--- config.mk ---
export PLATFORM = sky130hd
export DESIGN_NAME = alu_arbiter_flat
export DESIGN_NICKNAME = d
export VERILOG_FILES = /design/src/rtl/alu_arbiter_if.sv /design/src/rtl/alu_arbiter.sv /design/src/flat_wrapper.sv
export SDC_FILE = /design/constraint.sdc
export NUM_CORES = 1
export LEC_CHECK = 0
export ABC_AREA = 0
export CORE_MARGIN = 3
export CORE_UTILIZATION = 35
export CTS_CLUSTER_SIZE = 25
export DETAILED_ROUTE_END_ITERATION = 6
export HOLD_SLACK_MARGIN = 0.05
export PLACE_DENSITY = 0.79
export SYNTH_ARGS = -nofsm -noshare
export SYNTH_HDL_FRONTEND = slang
export SYNTH_SLANG_ARGS = --single-unit
--- constraint.sdc ---
create_clock -name clk -period 3.82 [get_ports clk]
set_clock_uncertainty 0.1 [all_clocks]
set_input_delay 0.382 -clock clk [delete_from_list [all_inputs] [get_ports clk]]
set_output_delay 0.382 -clock clk [all_outputs]
set_load 0.05 [all_outputs]
--- src/rtl/alu_arbiter_if.sv ---
// Bundle of the two client request/response channels and the ALU port seen by alu_arbiter.
// The slave modport is the arbiter side; the master modport is the clients-plus-ALU side.
interface alu_arbiter_if #(
    parameter int W = 32
);
    logic         req0_valid;
    logic         req0_ready;
    logic [W-1:0] req0_a;
    logic [W-1:0] req0_b;
    logic [2:0]   req0_op;

    logic         req1_valid;
    logic         req1_ready;
    logic [W-1:0] req1_a;
    logic [W-1:0] req1_b;
    logic [2:0]   req1_op;

    logic         rsp0_valid;
    logic         rsp0_ready;
    logic         rsp1_valid;
    logic         rsp1_ready;
    logic [W-1:0] rsp_result;
    logic [2:0]   rsp_flags;

    logic [W-1:0] alu_a;
    logic [W-1:0] alu_b;
    logic [2:0]   alu_op;
    logic [W-1:0] alu_r;
    logic         alu_overflow;
    logic         alu_zero;
    logic         alu_carry;

    logic [15:0]  op_count;

    modport slave (
        input  req0_valid, req0_a, req0_b, req0_op,
        input  req1_valid, req1_a, req1_b, req1_op,
        output req0_ready, req1_ready,
        output rsp0_valid, rsp1_valid, rsp_result, rsp_flags,
        input  rsp0_ready, rsp1_ready,
        output alu_a, alu_b, alu_op,
        input  alu_r, alu_overflow, alu_zero, alu_carry,
        output op_count
    );

    modport master (
        output req0_valid, req0_a, req0_b, req0_op,
        output req1_valid, req1_a, req1_b, req1_op,
        input  req0_ready, req1_ready,
        input  rsp0_valid, rsp1_valid, rsp_result, rsp_flags,
        output rsp0_ready, rsp1_ready,
        input  alu_a, alu_b, alu_op,
        output alu_r, alu_overflow, alu_zero, alu_carry,
        input  op_count
    );
endinterface

--- src/rtl/alu_arbiter.sv ---
// Round-robin arbiter and sequencer sharing one combinational ALU between two clients.
// Each transaction runs IDLE (accept) -> EXEC (ALU settles) -> RESP (held until taken).
module alu_arbiter #(
    parameter int W = 32
) (
    input logic          clk,
    input logic          rst,
    alu_arbiter_if.slave bus
);
    typedef enum logic [1:0] {
        IDLE = 2'd0,
        EXEC = 2'd1,
        RESP = 2'd2
    } state_t;

    state_t       state;
    logic         owner;
    logic         last_grant;
    logic         grant;
    logic         grant_any;
    logic         ready0;
    logic         ready1;
    logic         rsp_take;
    logic [W-1:0] a_q;
    logic [W-1:0] b_q;
    logic [2:0]   op_q;
    logic [W-1:0] result_q;
    logic [2:0]   flags_q;
    logic         rsp0_q;
    logic         rsp1_q;
    logic [15:0]  count_q;

    // Under contention the client that did not win last time gets the grant.
    always_comb begin
        grant_any = bus.req0_valid | bus.req1_valid;
        if (bus.req0_valid && bus.req1_valid) begin
            grant = ~last_grant;
        end else begin
            grant = bus.req1_valid;
        end
    end

    assign ready0   = (state == IDLE) && grant_any && !grant;
    assign ready1   = (state == IDLE) && grant_any && grant;
    assign rsp_take = owner ? bus.rsp1_ready : bus.rsp0_ready;

    always_ff @(posedge clk or posedge rst) begin
        if (rst) begin
            state      <= IDLE;
            owner      <= 1'b0;
            last_grant <= 1'b1;
            a_q        <= '0;
            b_q        <= '0;
            op_q       <= '0;
            result_q   <= '0;
            flags_q    <= '0;
            rsp0_q     <= 1'b0;
            rsp1_q     <= 1'b0;
            count_q    <= '0;
        end else begin
            case (state)
                IDLE: begin
                    if (ready0) begin
                        a_q        <= bus.req0_a;
                        b_q        <= bus.req0_b;
                        op_q       <= bus.req0_op;
                        owner      <= 1'b0;
                        last_grant <= 1'b0;
                        state      <= EXEC;
                    end else if (ready1) begin
                        a_q        <= bus.req1_a;
                        b_q        <= bus.req1_b;
                        op_q       <= bus.req1_op;
                        owner      <= 1'b1;
                        last_grant <= 1'b1;
                        state      <= EXEC;
                    end
                end
                EXEC: begin
                    result_q <= bus.alu_r;
                    flags_q  <= {bus.alu_overflow, bus.alu_zero, bus.alu_carry};
                    rsp0_q   <= ~owner;
                    rsp1_q   <= owner;
                    state    <= RESP;
                end
                RESP: begin
                    if (rsp_take) begin
                        count_q <= count_q + 16'd1;
                        rsp0_q  <= 1'b0;
                        rsp1_q  <= 1'b0;
                        state   <= IDLE;
                    end
                end
                default: begin
                    state <= IDLE;
                end
            endcase
        end
    end

    // Response valids are one-hot or idle, and a grant is never offered to both clients.
    always_ff @(posedge clk) begin
        if (!rst) begin
            assert (!(ready0 && ready1));
            assert (!(rsp0_q && rsp1_q));
        end
    end

    assign bus.req0_ready = ready0;
    assign bus.req1_ready = ready1;
    assign bus.rsp0_valid = rsp0_q;
    assign bus.rsp1_valid = rsp1_q;
    assign bus.rsp_result = result_q;
    assign bus.rsp_flags  = flags_q;
    assign bus.alu_a      = a_q;
    assign bus.alu_b      = b_q;
    assign bus.alu_op     = op_q;
    assign bus.op_count   = count_q;
endmodule
--- src/flat_wrapper.sv ---
// flat-port wrapper written by rule: the top's interface ports become plain ports
module alu_arbiter_flat 
#(
    parameter int W = 32
)
  (clk, rst, bus_req0_valid, bus_req0_a, bus_req0_b, bus_req0_op, bus_req1_valid, bus_req1_a, bus_req1_b, bus_req1_op, bus_req0_ready, bus_req1_ready, bus_rsp0_valid, bus_rsp1_valid, bus_rsp_result, bus_rsp_flags, bus_rsp0_ready, bus_rsp1_ready, bus_alu_a, bus_alu_b, bus_alu_op, bus_alu_r, bus_alu_overflow, bus_alu_zero, bus_alu_carry, bus_op_count);
  alu_arbiter_if #(.W(W)) bus_i ();
  input logic clk;
  input logic rst;
  input wire logic [$bits(bus_i.req0_valid)-1:0] bus_req0_valid;
  input wire logic [$bits(bus_i.req0_a)-1:0] bus_req0_a;
  input wire logic [$bits(bus_i.req0_b)-1:0] bus_req0_b;
  input wire logic [$bits(bus_i.req0_op)-1:0] bus_req0_op;
  input wire logic [$bits(bus_i.req1_valid)-1:0] bus_req1_valid;
  input wire logic [$bits(bus_i.req1_a)-1:0] bus_req1_a;
  input wire logic [$bits(bus_i.req1_b)-1:0] bus_req1_b;
  input wire logic [$bits(bus_i.req1_op)-1:0] bus_req1_op;
  output wire logic [$bits(bus_i.req0_ready)-1:0] bus_req0_ready;
  output wire logic [$bits(bus_i.req1_ready)-1:0] bus_req1_ready;
  output wire logic [$bits(bus_i.rsp0_valid)-1:0] bus_rsp0_valid;
  output wire logic [$bits(bus_i.rsp1_valid)-1:0] bus_rsp1_valid;
  output wire logic [$bits(bus_i.rsp_result)-1:0] bus_rsp_result;
  output wire logic [$bits(bus_i.rsp_flags)-1:0] bus_rsp_flags;
  input wire logic [$bits(bus_i.rsp0_ready)-1:0] bus_rsp0_ready;
  input wire logic [$bits(bus_i.rsp1_ready)-1:0] bus_rsp1_ready;
  output wire logic [$bits(bus_i.alu_a)-1:0] bus_alu_a;
  output wire logic [$bits(bus_i.alu_b)-1:0] bus_alu_b;
  output wire logic [$bits(bus_i.alu_op)-1:0] bus_alu_op;
  input wire logic [$bits(bus_i.alu_r)-1:0] bus_alu_r;
  input wire logic [$bits(bus_i.alu_overflow)-1:0] bus_alu_overflow;
  input wire logic [$bits(bus_i.alu_zero)-1:0] bus_alu_zero;
  input wire logic [$bits(bus_i.alu_carry)-1:0] bus_alu_carry;
  output wire logic [$bits(bus_i.op_count)-1:0] bus_op_count;
  assign bus_i.req0_valid = bus_req0_valid;
  assign bus_i.req0_a = bus_req0_a;
  assign bus_i.req0_b = bus_req0_b;
  assign bus_i.req0_op = bus_req0_op;
  assign bus_i.req1_valid = bus_req1_valid;
  assign bus_i.req1_a = bus_req1_a;
  assign bus_i.req1_b = bus_req1_b;
  assign bus_i.req1_op = bus_req1_op;
  assign bus_req0_ready = bus_i.req0_ready;
  assign bus_req1_ready = bus_i.req1_ready;
  assign bus_rsp0_valid = bus_i.rsp0_valid;
  assign bus_rsp1_valid = bus_i.rsp1_valid;
  assign bus_rsp_result = bus_i.rsp_result;
  assign bus_rsp_flags = bus_i.rsp_flags;
  assign bus_i.rsp0_ready = bus_rsp0_ready;
  assign bus_i.rsp1_ready = bus_rsp1_ready;
  assign bus_alu_a = bus_i.alu_a;
  assign bus_alu_b = bus_i.alu_b;
  assign bus_alu_op = bus_i.alu_op;
  assign bus_i.alu_r = bus_alu_r;
  assign bus_i.alu_overflow = bus_alu_overflow;
  assign bus_i.alu_zero = bus_alu_zero;
  assign bus_i.alu_carry = bus_alu_carry;
  assign bus_op_count = bus_i.op_count;
  alu_arbiter #(.W(W)) u_core (.clk(clk), .rst(rst), .bus(bus_i));
endmodule
After elaboration in Yosys (flattened, before gate mapping)
Cells that the tools add are included.

Register bits: 124. Word-level logic and storage cells: 48.

Add/subtract/negate cells: 1. Eq/ne operators: 4. Muxes and demuxes: 17. Bitwise logic cells: 3. Reduce and logical (&&, ||, !) cells: 12.

Operators with widths (number): 2-to-1 mux 32 bit (4); adder 16 x 1 -> 16 bit (second input constant) (1); AND reduction 2 bit (4); 2-to-1 mux 2 bit (3); 2-to-1 mux 3 bit (2); case mux 2 bit (3 select lines) (1); 2-to-1 mux 1 bit (5); logical AND 1 bit (4); case mux 1 bit (2 select lines) (2); nonzero test 2 bit (2); != test 3 bit (second input constant) (1); equality test 2 x 1 -> 1 bit (second input constant) (1); equality test 2 bit (second input constant) (1); zero test 2 bit (1); != test 2 x 1 -> 1 bit (second input constant) (1); inverter 1 bit (2); zero test 1 bit (1); OR 1 bit (1).

Longest topological paths before layout
Word-level depth: 6. Gate-level depth with buffers: 7. Gate-level depth less buffers: 5.

Least setup slack after synthesis
Ideal clock, no wire load.

Path kind: flip-flop to flip-flop. From: register u_core.count_q[4], in the netlist u_core.bus.op_count[4]. To: register u_core.count_q[10], in the netlist u_core.bus.op_count[10]. Library setup time: 0.142 ns. Arrival time: 1.592 ns. Required time: 3.578 ns. Path slack: 1.986 ns. Stages on the path, launching flop included: 5. Path buffers: 0. Cell sequence: dfrtp_1 -> nand4_1 -> nor4_4 -> nand3_1 -> xnor2_1.

Cells in the longest elaborated chain, start to end: 1.

RTL lines: from (decl) (RTL line alu_arbiter.sv:31) `logic [15:0] count_q;`; from (signal assigned) (RTL line alu_arbiter.sv:88) `count_q <= count_q + 16'd1;`; adder 16 x 1 -> 16 bit (RTL line alu_arbiter.sv:88).

No other way between the ends. A chain may end at the register's enable or synchronous reset.

Worst setup path in the final report
From: register u_core.state[1]. To: output bus_req0_ready.

Cells in the longest elaborated chain, start to end: 3.

RTL lines: from (decl) (RTL line alu_arbiter.sv:16) `state_t state;`; from (signal assigned) (RTL line alu_arbiter.sv:49) `state <= IDLE;`; from (signal assigned) (RTL line alu_arbiter.sv:69) `state <= EXEC;`; from (signal assigned) (RTL line alu_arbiter.sv:76) `state <= EXEC;`; zero test 2 bit (RTL line alu_arbiter.sv:43) `assign ready0 = (state == IDLE) && grant_any && !grant;`; logical AND 1 bit (2 in series) (RTL line alu_arbiter.sv:43); to (decl) (RTL line flat_wrapper.sv:18) `output wire logic [$bits(bus_i.req0_ready)-1:0] bus_req0_ready;`.

No other way between the ends.

==> impl_summary.txt <==
----------------------------------------------------
[Outcome]
  Run status ... finished, final reports clean

[Hold path]
  Class of the worst hold path ... input port to asynchronous set/reset pin

[Placed design]
  Half-perimeter wire length of the detailed placement result ... roughly 12 mm
  Buffers added on ports ... 296
  Gpl congestion ... about 0.78

[Route]
  Vias/cell ... roughly 4.7
  Wire length per cell after detailed routing ... ~16 um
  DRC violation count after routing ... 0
  Wire length reported by the detailed router ... 16.6 mm
  Number of vias after detailed routing ... 4721
  Length of the first detailed-routing pass in iterations ... 4
  Routed Antenna Nets ... 0
  First DRT Iteration DRCs ... about 270

[Worst setup path]
  Number of cells on the worst reg-to-reg path ... 6
  Register-to-register path setup slack ... 1.58 ns
  Endpoint class of the critical path ... primary output
  Type of the worst setup path ... register to primary output
  Worst path arrival time ... 2.39 ns
  Maximum fanout encountered on the critical timing path ... 23
  Capture point of the worst reg-to-reg path ... u_core.bus.alu_a[9]
  Data required time of the critical path ... 3.34 ns
  Startpoint type of the worst setup path ... register
  Origin of the critical flop-to-flop path ... u_core.last_grant

[Floorplanning]
  Die Outline Area ... 16600 um2
  Initial cell density of the core ... 36.1%
  Io pins ... between 200 and 300
  Die boundary height ... 129 um
  Core region area ... 14600 um2
  X dimension of the die ... ~130 um
  Placement row count ... 44

[Cells and area]
  Layout Nets ... 987
  # fillers ... 1230
  Ant diodes ... 0
  Fraction of final layout cells sized beyond drive strength 1 ... ~6.3%
  Synth-to-Final Area Change ... 70.8%
  Commonest non-fill, non-tap cell in the layout ... clkdlybuf4s50_1
  Most frequent cells in the layout ... 295 x clkdlybuf4s50_1, 202 x nand2_1, 123 x dfrtp_1

[Clocking]
  Clock latency on the worst-skew pair ... 0.42 ns
  Reg clk slew, reported paths ... 0.06 ns
  CTS tree ... built
  Buffer cell driving the clock tree root ... clkbuf_16
  Number of clock sinks ... between 100 and 150
  Buffer count from post-CTS setup fixing ... 0
  Number of buffers added to fix hold violations after cts ... 0
  Level count of the clock H-tree ... 4
  Buffers from clock root to sink, at most ... 2
  Inserted Clock Buffers ... 17
  Number of resized instances in the post-cts repair step ... 0

[Power]
  IR drop worst, VDD ... ~550 uV
  Leakage power summed over all cells ... 4.05 nW
  Power Dens Cells ... 963 nW/um2

[Yosys]
  Synth Register Bits ... roughly 120
  Post-synthesis adder-cell area fraction ... less than 1%
  Synth Area in XOR/XNOR ... 2.49%
  Portion of netlist area occupied by mux cells ... 9.00%
  Portion of synthesized cell area occupied by the leading cell type ... 58.3%
  Top post-synthesis cells by area ... dfrtp_1 58%, nand2_1 14%, mux2i_1 8.5%, o21ai_0 3.4%, a22oi_1 3.1%
  Fraction of synthesis flops using an asynchronous set or reset pin ... 100%
  Largest area contributor in the synthesized netlist ... dfrtp_1
  Proportion of synthesized chip area in sequential cells ... 58.8%
  EDFF count, synth ... 0
  Post-synth net total ... 695
  Cell area after synthesis ... between 5000 and 6000 um2
  Simple-Gate Fraction of Synth Area ... 18.0%
  Most used DFF post-synth ... dfrtp_1
  Synthesized instance count ... 519
  Distinct cell type count after synthesis ... 33
  Area fraction in compound gates after synthesis ... 8.20%
  Synthesis Warnings ... 0
  Post-synthesis area per instance ... 10.2 um2
  Combinational family with the most area after synthesis ... simple AND/OR/NAND/NOR gates

[Global route]
  Overall Global Routing Usage ... between 10% and 20%
  Largest net degree at the start of global routing ... 101
  Total global routing overflow ... 0
  Via count of the first global-routing pass ... 4692
  Antenna violations before repair ... 0
  Wire length of the first global-routing pass ... roughly 25 mm

[Timing]
  Number of endpoints failing setup at the final stage ... 0
  Setup TNS ... 0 ns
  RSZ-0062 raised after global routing ... no
  Max-slew violation count ... 0
  Worst-margin pin slew ... 0.822 ns
  Hold_ws ... 0.296 ns
  Period utilisation layout ... 75.3%
  Peak Freq ... 0.348 GHz
  Final Hold Fails ... 0
  Final worst path period need ... about 2.9 ns
  Relative slew slack ... about 45%

[Flow run]
  Number of max-cap violations ... 0

----------------------------------------------------
==> flip-flops by register name, indices dropped and copies added, names as in the netlist <==
name,count
u_core.bus.alu_a,32
u_core.state,2
u_core.bus.alu_b,32
u_core.bus.rsp_flags,3
u_core.bus.rsp0_valid,1
u_core.bus.rsp_result,32
u_core.bus.alu_op,3
u_core.owner,1
u_core.bus.op_count,16
u_core.bus.rsp1_valid,1
u_core.last_grant,1
==> cell families (layout without fill, tap and decap cells) <==
group                    count (synthesis)  after routing
XOR/XNOR                                15             15
AO/OA/AOI/OAI                           73             73
buffers and inverters                   33            338
AND/OR/NAND/NOR                        226            226
multiplexers                            47             47
flip-flops                             124            124
adder cells (fa/ha/maj)                  1              1
==> synthesized netlist by cell type, types with 2 or more instances <==
cell type and count:
nor4_4 2, nand3_1 5, nor3_1 2, inv_1 3, a22oi_1 22, nand4_1 5
buf_6 3, xnor2_1 12, o21ai_0 36, buf_4 4, dfrtp_1 123, o21ai_1 11
nand2_1 202, clkbuf_1 11, mux2i_1 45, xor2_1 3, a21o_1 2, nor2_1 2
buf_2 12
==> worst max-delay path by stage <==
stage          slack [ns]            start                   to
3_3_place_gp         0.99   bus_req0_valid       bus_req0_ready
3_5_place_dp          1.0   bus_req0_valid       bus_req0_ready
6_report             0.94  u_core.state[1]       bus_req0_ready
4_1_cts              0.92  u_core.state[1]       bus_req0_ready
2_1_floorplan        0.04              rst  u_core.bus.alu_a[0]
5_1_grt              0.87  u_core.state[1]       bus_req0_ready
==> worst max-delay path: stages (launching register included) <==
cell and delay (ns):
dfrtp_1 0.51, nor4_4 0.31, buf_4 0.30, clkdlybuf4s50_1 0.85
==> per-stage QoR <==
stage | area [um2] | cells | total power [W] | setup slack [ns] | utilization [%]
finish | 9020 | 1008 | 0.00868 | 0.944 | 61.6
global route | 9020 | 1008 | 0.00911 | 0.870 | 61.6
CTS | 9020 | 1008 | 0.00877 | 0.920 | 61.6
detailed placement | 8410 | 976 | 0.00708 | 0.996 | 57.4
global placement | 8410 | 976 | 0.00700 | 0.993 | 57.4
floorplan | 5280 | 519 | 0.00537 | 0.0404 | -
==> per-layer routing <==
layer / global-route usage (%) / up-vias / wire [um]
met5: 0 / - / 0
met4: 7.35 / 0 / 363
met3: 6.14 / 28 / 1170
met2: 33.2 / 162 / 8350
met1: 23.6 / 2216 / 6700
li1: - / 2315 / -
==> report_power, final <==
group	internal, W	switching [W]
Clock	0.00104	0.000602
Combinational	0.00155	0.00319
Sequential	0.00192	0.000379
==> cell type report <==
type / count / area (um2) / share of cell area [%]
sequential: 124 / 3100 / 34.4
multi-input combinational: 362 / 2020 / 22.4
tap: 184 / 230 / 2.55
inverter: 3 / 13.8 / 0.153
clock inverter: 14 / 169 / 1.87
clock buffer: 18 / 439 / 4.87
timing repair buffer: 303 / 3040 / 33.7
(Power assumes the default switching activity.)
